### config.mk
export PLATFORM = sky130hd
export DESIGN_NAME = parking_entry_frontend
export DESIGN_NICKNAME = d
export VERILOG_FILES = /design/src/rtl/parking_entry_frontend.sv
export SDC_FILE = /design/constraint.sdc
export NUM_CORES = 1
export LEC_CHECK = 0
export ABC_AREA = 1
export CORE_UTILIZATION = 62
export CTS_BUF_LIST = sky130_fd_sc_hd__clkbuf_4
export CTS_CLUSTER_SIZE = 28
export DETAILED_ROUTE_END_ITERATION = 6
export PLACE_DENSITY = 0.95
export SETUP_SLACK_MARGIN = 0.02
export SYNTH_ARGS = -nofsm -noshare
export SYNTH_HDL_FRONTEND = slang
export SYNTH_SLANG_ARGS = --single-unit
### constraint.sdc
create_clock -name clk -period 3.8 [get_ports clk]
set_input_delay 0.95 -clock clk [delete_from_list [all_inputs] [get_ports clk]]
set_output_delay 0.95 -clock clk [all_outputs]
set_load 0.005 [all_outputs]
### src/rtl/parking_entry_frontend.sv
// Parking gate front end: sensor synchronise/debounce, serial two-digit keypad
// capture with inter-digit timeout, and lot occupancy tracking with entrance masking.
module parking_entry_frontend #(
    parameter int DEBOUNCE_CYCLES = 4,
    parameter int KEY_TIMEOUT     = 16,
    parameter int CAPACITY        = 8,
    parameter int CNT_W           = 4
) (
    input  logic             clk,
    input  logic             reset_n,
    input  logic             entrance_raw,
    input  logic             exit_raw,
    input  logic             depart_raw,
    input  logic             key_valid,
    input  logic [1:0]       key_data,
    input  logic             key_clear,
    output logic             entrance_sensor_input,
    output logic             exit_sensor_input,
    output logic [1:0]       password_1,
    output logic [1:0]       password_2,
    output logic             password_ready,
    output logic [CNT_W-1:0] occupancy,
    output logic             lot_full
);

    localparam int DB_W = $clog2(DEBOUNCE_CYCLES + 1);
    localparam int TM_W = $clog2(KEY_TIMEOUT + 1);

    typedef enum logic [1:0] {EMPTY, ONE, COMPLETE} key_state_t;

    // Sensor lanes: bit 0 entrance, bit 1 gate exit, bit 2 lot departure.
    logic [2:0]      sync_1, sync_2, level, rise;
    logic [DB_W-1:0] stable_cnt [3];
    logic            exit_pulse, depart_pulse;
    logic [CNT_W-1:0] occ_next;

    key_state_t      state;
    logic [TM_W-1:0] timer;
    logic [1:0]      digit_1, digit_2;

    // NOTE: sequential state uses non-blocking assignments so every flop samples
    // pre-edge values; blocking here would collapse the two synchroniser stages.
    always_ff @(posedge clk or negedge reset_n) begin
        if (!reset_n) begin
            sync_1 <= '0;
            sync_2 <= '0;
            level  <= '0;
            rise   <= '0;
            for (int i = 0; i < 3; i++) stable_cnt[i] <= '0;
        end else begin
            sync_1 <= {depart_raw, exit_raw, entrance_raw};
            sync_2 <= sync_1;
            rise   <= '0;
            for (int i = 0; i < 3; i++) begin
                if (sync_2[i] == level[i]) begin
                    stable_cnt[i] <= '0;
                end else if (stable_cnt[i] == DB_W'(DEBOUNCE_CYCLES - 1)) begin
                    level[i]      <= sync_2[i];
                    rise[i]       <= sync_2[i];
                    stable_cnt[i] <= '0;
                end else begin
                    stable_cnt[i] <= stable_cnt[i] + DB_W'(1);
                end
            end
        end
    end

    assign exit_pulse            = rise[1];
    assign depart_pulse          = rise[2];
    assign exit_sensor_input     = level[1];
    assign entrance_sensor_input = level[0] & ~lot_full;

    // NOTE: occ_next gets a default before any branch so this block never infers a latch.
    always_comb begin
        occ_next = occupancy;
        if (exit_pulse && !depart_pulse && occupancy != CNT_W'(CAPACITY))
            occ_next = occupancy + CNT_W'(1);
        else if (depart_pulse && !exit_pulse && occupancy != '0)
            occ_next = occupancy - CNT_W'(1);
    end

    always_ff @(posedge clk or negedge reset_n) begin
        if (!reset_n) begin
            occupancy <= '0;
            lot_full  <= 1'b0;
        end else begin
            occupancy <= occ_next;
            lot_full  <= (occ_next == CNT_W'(CAPACITY));
        end
    end

    // Keypad capture; outputs are registered from the current state, so they
    // follow entry into / exit from COMPLETE by one clock.
    always_ff @(posedge clk or negedge reset_n) begin
        if (!reset_n) begin
            state          <= EMPTY;
            timer          <= '0;
            digit_1        <= '0;
            digit_2        <= '0;
            password_1     <= '0;
            password_2     <= '0;
            password_ready <= 1'b0;
        end else begin
            password_ready <= (state == COMPLETE);
            password_1     <= (state == COMPLETE) ? digit_1 : 2'b00;
            password_2     <= (state == COMPLETE) ? digit_2 : 2'b00;

            if (key_clear) begin
                state   <= EMPTY;
                timer   <= '0;
                digit_1 <= '0;
                digit_2 <= '0;
            end else begin
                case (state)
                    EMPTY: begin
                        if (key_valid) begin
                            digit_1 <= key_data;
                            timer   <= TM_W'(KEY_TIMEOUT);
                            state   <= ONE;
                        end
                    end
                    ONE: begin
                        if (key_valid) begin
                            digit_2 <= key_data;
                            state   <= COMPLETE;
                        end else if (timer <= TM_W'(1)) begin
                            timer   <= '0;
                            digit_1 <= '0;
                            state   <= EMPTY;
                        end else begin
                            timer <= timer - TM_W'(1);
                        end
                    end
                    COMPLETE: begin
                        // The car that just passed the gate consumes the code.
                        if (exit_pulse) begin
                            digit_1 <= '0;
                            digit_2 <= '0;
                            state   <= EMPTY;
                        end
                    end
                    default: state <= EMPTY;
                endcase
            end
        end
    end

endmodule

==> run summary <==
• finished with violations — result of the run
• DRC — violations in the final reports
• 220 — number of cells produced by synthesis
• 5.05 — number of vias per cell
• 7 — length in cells of the worst reg-to-reg path
• 11.2 µm — drt wl/cell
• 0 — Final Hold Violating Endpoints
• 2390 µm — half-perimeter wire length after placement
• 0 — final setup vio count
• 113 µm — WL met3
• 0.105 — layout cell share with drive strength beyond 1
• 0 — number of max-capacitance violations reported
• 1.46 ns — final worst setup slack
• met4 — highest metal layer with signal wires
• 2 — Remaining DRCs
• 0.864 ns — Worst-Margin Slew
• 637 nW/µm² — Pwr per Cell Area
• sky130_fd_sc_hd__dfrtp_1 — main flop type after synthesis
• 41 — number of storage elements in the synthesis netlist
• 0 — diode count
• 2210 µm² — Post-Layout Inst Area
• false — unrepaired setup endpoints after global routing
• 5620 µm — wire length of the first global-routing pass
• buffers and inverters — delay-heaviest family, CP
• 0.11 ns — clock transition at the register clock pins on the worst setup and hold paths after CTS
• reg -> reg — Tightest Hold Check Type
• 0.876 — gpl congestion
• 0.535 — fraction of the yosys area taken by sequential cells
• 0 — max-slew violation count
• 42 — largest net degree at the start of global routing
• 0 — PostCTS Resize Cnt
• 1.00 — share of flip-flops with an asynchronous set or reset after synthesis
• output pin — capturing element type of the critical path
• clkdlybuf4s50_1 — critical path, cell by cell
• 0.55 ns — Slowest Stage Delay on Critical Path
• 0.0128 ns — worst clock skew on the final layout
• 1410 µm — Met1 Wirelength
• 2.34 ns — final critical delay including setup and external delays
• 1,380 — number of global-route vias before repair
• 2 — # H-tree levels
• 0.672 — effective utilization at floorplan
• 1 — number of buffer and inverter instances along the worst setup path
• 1,408 — total number of vias
• 0.535 — share of Yosys cell area claimed by the top area cell type
• 0 — number of enable-type register cells in the synthesized netlist
• 21 — count of distinct cell types in the synthesized netlist
• 0.230 — aggregate global-route resource usage
• sky130_fd_sc_hd__clkbuf_4 — CTS root buffer
• 0.00141 W — total power of the final layout
• 20 — Port-buffer cells
• 57.6 µm — overall die width
• 3130 µm — Post-Route WL
• 0.615 — share of the clock period used by the worst path after layout
• 2150 µm² — placed cell area
• simple AND/OR/NAND/NOR gates — combinational family with the most area after synthesis
• built — CTS tree
• 3320 µm² — DIE AREA
• 0 — global-route congestion overflow total
• 15.1% — Syn-to-layout area delta
• 0.35 ns — latest clock arrival within the worst-skew pair
• 1 — total stage count of the critical path
• 8.72 µm² — average cell area after synthesis
• 1.46 ns — Place WS
• 41 — Sinks on Clock Net
• 0.258 — area share of and/or/nand/nor cells after synthesis
• 267 — nets@finish
• 6 — length of the first detailed-routing pass in iterations
• 1.19 nW — Pleak
• 240 — number of nets in the synthesized netlist
• 2 — CTS max path bufs
• 0 — share of synthesized area spent on multiplexers
• sky130_fd_sc_hd__dfrtp_1, sky130_fd_sc_hd__nand2_1, sky130_fd_sc_hd__ha_1, sky130_fd_sc_hd__inv_1, sky130_fd_sc_hd__nor2_1 — main area contributors after synthesis
• 0 — antenna violations before repair
• flip-flop — sort of element at the start of the critical path
• 0.424 — worst slew margin relative to its limit
• 21 — I/O pins
• 19 — Placement Rows
• 69 — initial detailed-routing violation count
• 0 — number of buffers inserted to repair setup after CTS
• 0.0228 — XOR/XNOR Fraction of Synth Area
• 0 ns — summed negative setup slack over all endpoints
• 57.6 µm — Die Span Y
• 2850 µm² — Core ar.
• 1920 µm² — summed instance area of the synthesized netlist
• 0 — number of routed nets with antenna violations
• 1530 µm — met2 wire length
• 0.428 GHz — timing-limited maximum frequency
• sky130_fd_sc_hd__dfrtp_1 — library cell occupying the most area in the post-synthesis netlist
• 6 — CP Max Fanout
• 0.0718 — post-synthesis share of cell area spent on full adders, half adders and majority gates
• 0 — total of hold buffers inserted after clock tree synthesis
• sky130_fd_sc_hd__nand2_1 — cell with the most instances after synthesis
• reg -> out — CP Class
• sky130_fd_sc_hd__clkdlybuf4s50_1 — Critical Path Slowest Stage Cell
• 5 — clock buffers created by TritonCTS
• 0 — number of cells on the worst hold path
• 1.39 ns — arrival time worst endpoint
• 2.85 ns — required time at the worst-slack endpoint
• sky130_fd_sc_hd__nand2_1, sky130_fd_sc_hd__dfrtp_1, sky130_fd_sc_hd__inv_1, sky130_fd_sc_hd__nor2_1, sky130_fd_sc_hd__ha_1 — most instantiated cells after synthesis
• 0.0417 — Compound-Gate Fraction of Synth Area
• 0.000423 V — worst supply voltage drop on vdd
• 0 — count of yosys warnings during synthesis
stage by stage:
step	hold WS, ns	util	cells
4_1_cts	0.362	0.774	279
2_1_floorplan	0.331	-	220
3_5_place_dp	0.336	0.754	271
3_3_place_gp	0.332	0.754	271
6_report	0.359	0.774	279
5_1_grt	0.368	0.774	279
kinds of logic (layout without fill, tap and decap cells):
family	Yosys count	after routing
buf+inv	36	64
flops	41	41
fa+ha+maj	11	11
xor+xnor	5	5
simple gates	114	114
compound gates	13	13
area by class of cell:
| type | count | area, µm² |
|---|---|---|
| Clock buffer | 5 | 37.5 |
| Clock inverter | 3 | 17.5 |
| Fill cell | 204 | 646 |
| Inverter | 36 | 135 |
| Multi-Input combinational cell | 143 | 757 |
| Sequential cell | 41 | 1030 |
| Tap cell | 31 | 38.8 |
| Timing Repair Buffer | 20 | 195 |
path summary, 6_finish.rpt:
kind / start / to / slack [ns]
max in group asynchronous: reset_n / state[0] / 2.55
worst max register to register: state[0] / digit_2[0] / 2.18
worst min register to register: sync_1[0] / sync_2[0] / 0.36
worst min-delay path: sync_1[0] / sync_2[0] / 0.36
worst max-delay path: occupancy[3] / occupancy[3] / 1.46
min in group asynchronous: reset_n / password_1[1] / 0.70
metal layers:
metal	vias up	track usage
li1	732	-
met3	7	0.0692
met1	643	0.274
met2	26	0.387
met5	-	0
met4	0	0.105
power breakdown:
group / switching, W / internal, W
logic: 0.000328 / 0.000245
clock network: 0.000137 / 0.0000701
registers: 0.0000800 / 0.000546
total: 0.000546 / 0.000861
cells in the final DEF (no fill, tap or decap), types with 2 or more instances in the layout:
cell / n
sky130_fd_sc_hd__o21ai_1: 5
sky130_fd_sc_hd__ha_1: 11
sky130_fd_sc_hd__clkdlybuf4s50_1: 19
sky130_fd_sc_hd__xnor2_1: 3
sky130_fd_sc_hd__o21ai_0: 2
sky130_fd_sc_hd__inv_1: 32
sky130_fd_sc_hd__dfrtp_1: 41
sky130_fd_sc_hd__clkbuf_4: 5
sky130_fd_sc_hd__nor2_2: 4
sky130_fd_sc_hd__nand3_1: 9
sky130_fd_sc_hd__nand2_2: 6
sky130_fd_sc_hd__a21oi_1: 2
sky130_fd_sc_hd__nand3_2: 2
sky130_fd_sc_hd__o211ai_1: 2
sky130_fd_sc_hd__inv_2: 4
sky130_fd_sc_hd__nor3_1: 7
sky130_fd_sc_hd__xor2_1: 2
sky130_fd_sc_hd__nand2_1: 63
sky130_fd_sc_hd__nor2_1: 21
state kept, by name (all words and copies together), names as in the netlist:
name / cells
stable_cnt: 9
timer: 5
occupancy: 4
level: 3
sync_1: 3
sync_2: 3
digit_1: 2
digit_2: 2
password_1: 2
password_2: 2
rise: 2
state: 2
lot_full: 1
password_ready: 1
Note: power is estimated with default switching activity, not from simulation.
==> RTL change, RTL diff (config.mk and constraints unchanged) <==
The 3 states of `key_state_t` get a one-hot encoding in 3 bits.
--- a/src/rtl/parking_entry_frontend.sv
+++ b/src/rtl/parking_entry_frontend.sv
@@ -27,5 +27,5 @@
     localparam int TM_W = $clog2(KEY_TIMEOUT + 1);
 
-    typedef enum logic [1:0] {EMPTY, ONE, COMPLETE} key_state_t;
+    typedef enum logic [2:0] {EMPTY = 3'b001, ONE = 3'b010, COMPLETE = 3'b100} key_state_t;
 
     // Sensor lanes: bit 0 entrance, bit 1 gate exit, bit 2 lot departure.
Formal check against the unedited RTL: no difference found for any inputs over 10 cycles, from zero or initial values and one cycle with reset_n low; not proved beyond that.
==> RTL change against the original RTL <==
The run still ends with DRC left; cell area rose by 2.7%; combinational power fell by 10%; wire length rose by 5.5%; power rose by 5.7%; worst setup slack improved by 0.038 ns; synthesized area rose by 0.65%; sequential share of layout area barely moved; sequential cell count rose by 1; synthesized cell count fell by 1.8%; count of clock-buffer cells in the layout did not move; critical endpoint is now entrance_sensor_input; largest cell class unchanged; largest power group unchanged.
==> RTL change: results (changes against the original RTL) <==
Clk sinks -> 42 (+2.4%)
Placement Setup Slack -> 1.42 ns (-0.0458 ns)
Final wirelength -> 3300 um (+5.5%)
Failing checks -> DRC
Via density -> 5.22 (+3.5%)
Clock buf/inv share -> 4.47% (+2.0 points)
Synth area leaders -> dfrtp_1 (53%), nand2_1 (9.7%), inv_1 (5.6%)
Met3 Use GR -> 8.71% (+1.8 points)
Register area share after synthesis -> 54.5% (+1.0 points)
DR WL met2 -> 1710 um (+12%)
Worst R2R Start -> occupancy[0]
Reg2Reg Capture Point -> lot_full
WHS -> 0.363 ns (+0.00369 ns)
Met2 global-route usage -> 41.5% (+2.8 points)
Via count -> 1436 (+2.0%)
Signal buffers share of area -> 8.61% (-0.23 points)
Slew at the pin closest to its max-slew limit -> 0.875 ns (+0.0111 ns)
Largest net degree at the start of global routing -> 43 (+2.4%)
RePlAce Congestion -> 0.885 (+1.1%)
Synth cell count leaders -> nand2_1 (50), dfrtp_1 (41), inv_1 (29)
Outcome -> finished with violations
Placed cell count -> 267 (-1.5%)
Area post-placement -> 0.00216 mm2 (+0.58%)
Multi-Input Combinational -> 138 (-3.5%)
DRC errors left -> 1 (-1)
Xor/xnor share of the synthesized area -> 2.27% (-0.015 points)
Leak -> 1.17 nW (-2.2%)
Detailed Route Iter0 Violations -> 80 (+16%)
RTL change: worst max path at each step:
| stage | start | to | slack (ns) |
|---|---|---|---|
| floorplan | key_clear | timer[4] | 2.13 |
| detailed placement | key_clear | digit_1[0] | 1.42 |
| global placement | key_clear | digit_1[0] | 1.49 |
| finish | level[0] | entrance_sensor_input | 1.50 |
| CTS | level[0] | entrance_sensor_input | 1.47 |
| global route | level[0] | entrance_sensor_input | 1.41 |
RTL change: power breakdown:
| group | switching [mW] | internal (mW) |
|---|---|---|
| logic | 0.295 | 0.219 |
| registers | 0.0824 | 0.550 |
| clock network | 0.137 | 0.203 |
RTL change: critical path: stages (launching register included):
cell and delay, ns:
dfrtp_1 0.38, inv_1 0.06, nor2_1 0.08, clkdlybuf4s50_1 0.50
